[src/rtl/alu_issue.sv]
// Issue stage ahead of the ALU: 2-entry skid buffer (main + skid) with writeback forwarding.
// Optional macro ALU_ISSUE_FWD_EN enables forwarding; without it wb_* are ignored.
module alu_issue #(
    parameter int XLEN   = 32,
    parameter int RIDX_W = 5
) (
    input  logic              clk,
    input  logic              rst_n,
    input  logic              in_valid,
    output logic              in_ready,
    input  logic [2:0]        in_op,
    input  logic [RIDX_W-1:0] in_rs1,
    input  logic [RIDX_W-1:0] in_rs2,
    input  logic              in_b_imm,
    input  logic [RIDX_W-1:0] in_rd,
    input  logic [XLEN-1:0]   in_a,
    input  logic [XLEN-1:0]   in_b,
    input  logic              wb_valid,
    input  logic [RIDX_W-1:0] wb_rd,
    input  logic [XLEN-1:0]   wb_data,
    output logic              out_valid,
    input  logic              out_ready,
    output logic [XLEN-1:0]   alu_src_a,
    output logic [XLEN-1:0]   alu_src_b,
    output logic [2:0]        alu_op,
    output logic [RIDX_W-1:0] out_rd
);

`ifdef ALU_ISSUE_FWD_EN
    localparam bit FWD_EN = 1'b1;
`else
    localparam bit FWD_EN = 1'b0;
`endif

    typedef struct packed {
        logic [2:0]        op;
        logic [RIDX_W-1:0] rs1;
        logic [RIDX_W-1:0] rs2;
        logic              b_imm;
        logic [RIDX_W-1:0] rd;
        logic [XLEN-1:0]   a;
        logic [XLEN-1:0]   b;
    } entry_t;

    entry_t main_q, skid_q;
    entry_t in_e, in_f, main_f, skid_f;
    logic   main_valid, skid_valid;
    logic   accept, fire;

    // Replace any operand whose source register is being written back this edge.
    function automatic entry_t fwd(input entry_t e, input logic wv,
                                   input logic [RIDX_W-1:0] wr, input logic [XLEN-1:0] wd);
        entry_t r;
        r = e;
        if (FWD_EN && wv && (wr != '0)) begin
            if (wr == e.rs1)
                r.a = wd;
            if (!e.b_imm && (wr == e.rs2))
                r.b = wd;
        end
        return r;
    endfunction

    always_comb begin
        in_e = '{op: in_op, rs1: in_rs1, rs2: in_rs2, b_imm: in_b_imm,
                 rd: in_rd, a: in_a, b: in_b};
        in_f   = fwd(in_e,   wb_valid, wb_rd, wb_data);
        main_f = fwd(main_q, wb_valid, wb_rd, wb_data);
        skid_f = fwd(skid_q, wb_valid, wb_rd, wb_data);
    end

    assign in_ready = !skid_valid;
    assign accept   = in_valid && !skid_valid;
    assign fire     = main_valid && out_ready;

    always_ff @(posedge clk or negedge rst_n) begin
        if (!rst_n) begin
            main_valid <= 1'b0;
            skid_valid <= 1'b0;
            main_q     <= '0;
            skid_q     <= '0;
        end else if (!main_valid) begin
            if (accept) begin
                main_q     <= in_f;
                main_valid <= 1'b1;
            end
        end else if (fire) begin
            if (skid_valid) begin
                main_q     <= skid_f;
                skid_valid <= 1'b0;
            end else if (accept) begin
                main_q <= in_f;
            end else begin
                main_valid <= 1'b0;
            end
        end else begin
            main_q <= main_f;
            if (skid_valid) begin
                skid_q <= skid_f;
            end else if (accept) begin
                skid_q     <= in_f;
                skid_valid <= 1'b1;
            end
        end
    end

    assign out_valid = main_valid;
    assign alu_src_a = main_q.a;
    assign alu_src_b = main_q.b;
    assign alu_op    = main_q.op;
    assign out_rd    = main_q.rd;

endmodule

[config.mk]
export PLATFORM = sky130hd
export DESIGN_NAME = alu_issue
export DESIGN_NICKNAME = d
export VERILOG_FILES = /design/src/rtl/alu_issue.sv
export SDC_FILE = /design/constraint.sdc
export NUM_CORES = 1
export LEC_CHECK = 0
export CELL_PAD_IN_SITES_DETAIL_PLACEMENT = 1
export CELL_PAD_IN_SITES_GLOBAL_PLACEMENT = 2
export CORE_MARGIN = 4
export CORE_UTILIZATION = 33
export DETAILED_ROUTE_END_ITERATION = 8
export PLACE_DENSITY_LB_ADDON = 0.1
export SLEW_MARGIN = 20
export SYNTH_ARGS = -nofsm -noshare
export SYNTH_HDL_FRONTEND = slang
export SYNTH_SLANG_ARGS = --single-unit
[constraint.sdc]
create_clock -name clk -period 2.38 [get_ports clk]
set_input_delay 0.238 -clock clk [delete_from_list [all_inputs] [get_ports clk]]
set_output_delay 0.238 -clock clk [all_outputs]
set_load 0.05 [all_outputs]
# Yosys cells after proc, flatten, opt, wreduce, memory -nomap -nowiden
# Cells that the tools add are included.
# totals
regBits,168
inputBits,125
out_inout_bits,74
wordCells,32
# classes
n_eq_ne,1
muxes,9
bitwise_logic,2
reduce_logical,4
# ops
op,n
2-to-1 mux 83 bit,4
2-to-1 mux 1 bit,5
AND reduction 4 bit,1
logical AND 1 bit,2
!= test 2 x 1 -> 1 bit (second input constant),1
inverter 1 bit,2
logical NOT 1 bit,1

# Depth between registers and ports, before layout
# Gate-level depths: netlist of the first run.
# depth
depth_word,6
depth_mapped,5
ltp_nobuf,3

# Least setup slack after synthesis of the first run
# No wires, ideal clock.
# synth_timing
kind,register to register
startpoint,"register main_valid, in the netlist out_valid"
endpoint,register main_q (netlist bit alu_src_a[14])
setup_time_ps,123
arrival_ps,1584
required_time_ps,2257
slack_ps,673
path_stages_with_launch,5
synth_period_minus_slack_ps,1707
cell_sequence,dfrtp_1 nand3_1 clkbuf_1 or2_2 o221a_1
# synth_via
elab_chain_len,2
elab_cells_between_ends,3
classes_between,eq/ne: 1; mux: 1; reduce/logical: 1
# synth_lines
item,line_no,source
from (decl),47,"logic main_valid, skid_valid;"
from (signal assigned),78,main_valid <= 1'b0;
from (signal assigned),85,main_valid <= 1'b1;
from (signal assigned),94,main_valid <= 1'b0;
logical AND 1 bit,74,assign fire = main_valid && out_ready;
!= test 2 x 1 -> 1 bit (no source line),n/a,
to (signal assigned),84,main_q <= in_f;
to (signal assigned),89,main_q <= skid_f;
to (signal assigned),92,main_q <= in_f;
to (decl),45,"entry_t main_q, skid_q;"
# Parallel ways exist; a longest one is shown, timed or not.
# A chain may end at the register's enable or synchronous reset.

# Worst setup path in the final report of the first run
# layout_timing
startpoint,register skid_valid
endpoint,output in_ready
# layout_via
elab_chain_len,1
# layout_lines
item,line_no,source
from (decl),47,
from (signal assigned),79,skid_valid <= 1'b0;
from (signal assigned),90,skid_valid <= 1'b0;
from (signal assigned),102,skid_valid <= 1'b1;
logical NOT 1 bit,72,assign in_ready = !skid_valid;
to (decl),10,"output logic in_ready,"
# No other way between the ends.

==> qor.csv, run 1 <==
metric;value;unit
wire_per_inst;19.8;um
fmax;0.488;GHz
criticalPathCategory;register to output pin;
port_buffers;149;
worst_pin_slew;0.676;ns
cts_resized;0;
rows;49;
ys_types;18;
startpoint_type;register;
endpoint;in_ready;
slew_headroom;54.9;%
num_io_pins;199;
post_cts_buffers;0;
cts_tree;done;
status;finished clean;
finalMaxSlewViolations;0;
fin_tns_setup;0;ns
clockRootBuffer;clkbuf_16;
grt_max_degree;69;
coreArea;0.0179;mm2
nets;679;
setup_viol;0;
drtIter0Drc;162;
r2r_end;skid_f[80];
min_period_over_period;86.0;%
synthCells;404;
crit_path_end_kind;output pin;
postCtsHoldBufs;1;
dp_cells;763;
grt_pass1_vias;4622;
synth_edf_count;0;
r2r_start;skid_valid;
fin_crit;2.05;ns
worst_ep_arrival_time;1.81;ns
start_util;33.5;%
synth_most_common_cell;dfrtp_1;
yosys_warnings;0;
yosysTopAreaCell;dfrtp_1;
vias_per_cell;5.06;
hold_ws;0.411;ns
synth_area_leaders;dfrtp_1 61%, mux2_1 14%, o221a_1 14%, or2_2 6.0%, or2_1 1.5%;
clock_sinks;146;
worstRegToRegCells;4;
required;2.14;ns
fp.dieW;143;um
synth-seq-cells;146;
clk_pin_slew_worst_paths;0.06;ns
post-route-drc-count;0;
synth_nets;529;
grt_pass1_wl;25700;um
clkLatencyLatePin;0.41;ns
antenna_found_initial;0;
critPathLaunch;skid_valid;
syn_area;0.00600;mm2
syn_to_final_growth;40.3;%
grt_use_total;16.3;%
wl;15700;um
cts_buffers;17;
synth_seq_area_share;60.9;%
antenna_cells;0;
p_leak;0.00329;uW
drv_cap;0;
dr.pass1.iters;4;
fin_skew;0.00596;ns
finalPower;13600;uW
htree_levels;4;
die_area;0.0204;mm2
critPathMaxFanout;6;
hold_viol_final;0;
via_count;4029;
synth_top_flop_cell;dfrtp_1;
grt_setup_unrepaired;false;
avgSynthCellArea;14.9;um2
die_y;143;um
drive_gt1_share;18.2;%
detail-route-antenna-nets;0;
hpwl;10000;um
async_flop_share;100;%
fin_cells;796;
ir_worst_vdd;0.801;mV
synth_top_cells_by_count;146 x dfrtp_1, 72 x mux2_1, 72 x o221a_1, 58 x or2_2, 14 x or2_1;
place.gp.congestion;0.690;
r2r_setup_slack;0.65;ns
hold_path_class;primary input to async pin;
synth_top_area_share;60.9;%
grt.overflow.total;0;
powerDensity;1620;mW/mm2
clockBufferDepth;2;
## cell families (layout without fill, tap and decap cells)
family | after synthesis | count (layout) | synth area share (%)
DFF | 146 | 146 | 60.9
muxes | 72 | 72 | 13.5
and+or+nand+nor | 79 | 79 | 8.24
AOI/OAI and AO/OA | 76 | 76 | 13.9
buffers and inverters | 31 | 194 | 3.46
## power by group
part	switching [uW]	leakage (uW)	internal (uW)	total, uW
Combinational	3700	0.00130	2500	6200
Clock	1050	0.000315	1980	3020
Sequential	637	0.00168	3750	4390
Total	5380	0.00329	8230	13600
## area by class of cell
type,count,area (um2)
Multi-Input combinational cell,227,2160
Clock buffer,20,437
Inverter,2,7.51
Timing Repair Buffer,160,1640
Clock inverter,12,230
Sequential cell,146,3650
Fill cell,1771,9490
Tap cell,229,287
## flip-flops by register name, indices dropped and copies added, names as in the netlist
| name | flops |
|---|---|
| alu_op | 3 |
| alu_src_a | 32 |
| out_valid | 1 |
| skid_valid | 1 |
| out_rd | 5 |
| skid_f | 72 |
| alu_src_b | 32 |
## critical path, stage by stage (launching register included)
cell and delay (ns):
dfrtp_1 0.44, inv_1 0.12, clkdlybuf4s50_1 0.84
## worst min-delay path by stage
| stage | startpoint | end | slack [ns] | depth (start not counted) |
|---|---|---|---|---|
| final | rst_n | skid_f[5] | 0.41 | 2 |
| after CTS | rst_n | alu_src_b[6] | 0.43 | 2 |
| after floorplan | rst_n | alu_op[0] | -0.06 | 0 |
| after detailed placement | rst_n | alu_src_b[6] | 0.31 | 1 |
| after global placement | rst_n | alu_src_b[5] | 0.31 | 1 |
| after global routing | in_b[27] | skid_f[27] | 0.46 | 2 |
## layout by cell type (no fill, tap or decap), types with 2 or more instances in the layout
master,instances
clkdlybuf4s50_1,148
dfrtp_1,146
o221a_1,72
mux2_1,72
or2_2,58
clkbuf_16,17
or2_1,14
bufinv_16,6
buf_4,5
buf_12,5
clkbuf_1,3
clkinv_4,3
inv_1,2
nand2_1,2
nand3_2,2
a21oi_1,2
clkinvlp_4,2
## per-layer routing
layer  GRT usage (%)  wire length [um]
met5               0                 0
met4            5.10               203
met3            5.26              1040
met2            26.8              7600
met1            20.5              6900
## through the flow
step	instance area, um2	util (%)	worst slack, ns
3_5_place_dp	7740	43.2	0.393
3_3_place_gp	7740	43.2	0.427
4_1_cts	8410	47.0	0.293
6_report	8410	47.0	0.332
2_1_floorplan	6000	-	0.673
5_1_grt	8410	47.0	0.263
Power figures use the tool's default switching activity.
==> inputs of run 2 (changes only) <==
--- a/config.mk
+++ b/config.mk
@@ -9,7 +9,9 @@
 export CELL_PAD_IN_SITES_GLOBAL_PLACEMENT = 2
 export CORE_MARGIN = 4
 export CORE_UTILIZATION = 33
+export CTS_BUF_LIST = sky130_fd_sc_hd__clkbuf_16
 export DETAILED_ROUTE_END_ITERATION = 8
+export GPL_TIMING_DRIVEN = 0
 export PLACE_DENSITY_LB_ADDON = 0.1
 export SLEW_MARGIN = 20
 export SYNTH_ARGS = -nofsm -noshare
==> run 2 against run 1 <==
Clock-buffer cell count fell by 3; worst setup slack improved by 0.047 ns; cell area rose by 0.13%; sequential share of layout area fell by 0.058 points; sequential power barely moved; flip-flop and latch count did not move; worst hold slack got worse by 0.066 ns; routed wire length fell by 2.7%; register-to-register slack got worse by 0.07 ns; non-clock buffer count rose by 20; clock skew rose by 0.0017 ns; largest power group unchanged.
==> qor.csv, run 2 (synthesis gave the netlist of run 1 again) <==
metric;value;unit
antenna_found_initial;0;
fin_crit;2.00;ns
grt_use_total;15.8;%
critPathMaxFanout;6;
start_util;33.5;%
fmax;0.500;GHz
die_area;0.0204;mm2
hpwl;10700;um
postCtsHoldBufs;1;
dpl_cell_area;0.00781;mm2
seq_area;0.00365;mm2
fillers;1790;
htree_levels;4;
grt_setup_unrepaired;false;
startpoint_type;register;
rows;49;
largest_reg_flops;72;
dp_slack;0.239;ns
clkLatencyLatePin;0.42;ns
dr.pass1.iters;4;
die_y;143;um
nets;699;
drive_gt1_share;19.6;%
hold_viol_final;0;
via_count;4115;
slew_headroom;61.1;%
antenna_cells;0;
clock_sinks;146;
pwr-share-comb;46.6;%
grt.overflow.total;0;
clockRootBuffer;clkbuf_16;
r2r_start;out_valid;
fin_skew;0.00761;ns
detail-route-antenna-nets;0;
criticalPathCategory;register to output pin;
min_period_over_period;84.1;%
setup_slack;0.379;ns
port_buffers;149;
pwr-share-clk;20.5;%
worst_pin_slew;0.584;ns
grt_pass1_wl;25200;um
r2r_end;alu_op[1];
vias_per_cell;5.04;
cts_buffers;17;
p_int;7990;uW
power.share.sequential;32.9;%
place.gp.congestion;0.770;
ir_worst_vdd;0.798;mV
sw_frac_of_total;40.4;%
worst_ep_arrival_time;1.76;ns
worstRegToRegCells;4;
fin_area;0.00843;mm2
setup_viol;0;
cpMaxStageDelayCell;clkdlybuf4s50_1;
crit_path_cell_trace;inv_1, clkdlybuf4s50_1;
r2r_setup_slack;0.58;ns
power_switching;5410;uW
crit_path_max_incr_delay;0.84;ns
cts_resized;0;
wl;15300;um
hold_ws;0.345;ns
finalMaxSlewViolations;0;
status;finished clean;
syn_to_final_growth;40.4;%
clockBufferDepth;2;
cts_tree;done;
fp.dieW;143;um
num_io_pins;199;
drv_cap;0;
p_leak;0.00332;uW
finalPower;13400;uW
critPathLaunch;skid_valid;
drtIter0Drc;123;
clk_pin_slew_worst_paths;0.06;ns
grt_max_degree;76;
powerDensity;1590;mW/mm2
post_cts_buffers;0;
coreArea;0.0179;mm2
multiInputGateArea;0.00214;mm2
grt_pass1_vias;4711;
final_common_cell;clkdlybuf4s50_1;
wire_per_inst;18.8;um
final_util;47.1;%
final_cell_mix;148 x clkdlybuf4s50_1, 146 x dfrtp_1, 72 x o221a_1, 72 x mux2_1, 58 x or2_2;
post-route-drc-count;0;
hold_path_class;primary input to async pin;
crit_path_end_kind;output pin;
required;2.14;ns
[run 2: cell type report]
class                           instances  area share (%)
Timing Repair Buffer                  151            18.2
Buffer                                 29            2.38
Multi-Input combinational cell        227            25.4
Inverter                                2          0.0891
Tap cell                              229            3.40
Clock buffer                           17            5.05
Sequential cell                       146            43.4
Clock inverter                         15            2.14
[run 2: critical path, delay by kind of cell, from the launching register on]
kind     cells  cell delay, ns
flops        1            0.42
buf+inv      2            0.93
[run 2: power by group through the flow]
stage	clock network [uW]	registers (uW)	logic, uW
floorplan	0	6430	2100
global placement	0	4390	6230
detailed placement	0	4450	6340
CTS	2830	4430	6350
global route	2950	4570	6630
finish	2750	4410	6240
[run 2: per-stage QoR]
stage / instances / setup TNS [ns]
floorplan: 404 / 0
global placement: 782 / -722.68
detailed placement: 783 / 0
CTS: 816 / 0
global route: 816 / 0
finish: 816 / 0
[run 2: layer usage]
layer	routed length, um	track usage, %	vias up
met1	6700	19.8	2147
met3	1010	5.16	21
li1	-	-	1843
met2	7320	25.7	104
met5	0	0	-
met4	283	5.55	0
[run 2: worst max-delay path by stage]
stage	depth (start not counted)	endpoint
floorplan	4	alu_src_a[14]
global route	2	in_ready
CTS	2	in_ready
detailed placement	5	alu_src_a[11]
finish	2	in_ready
global placement	1	skid_f[35]
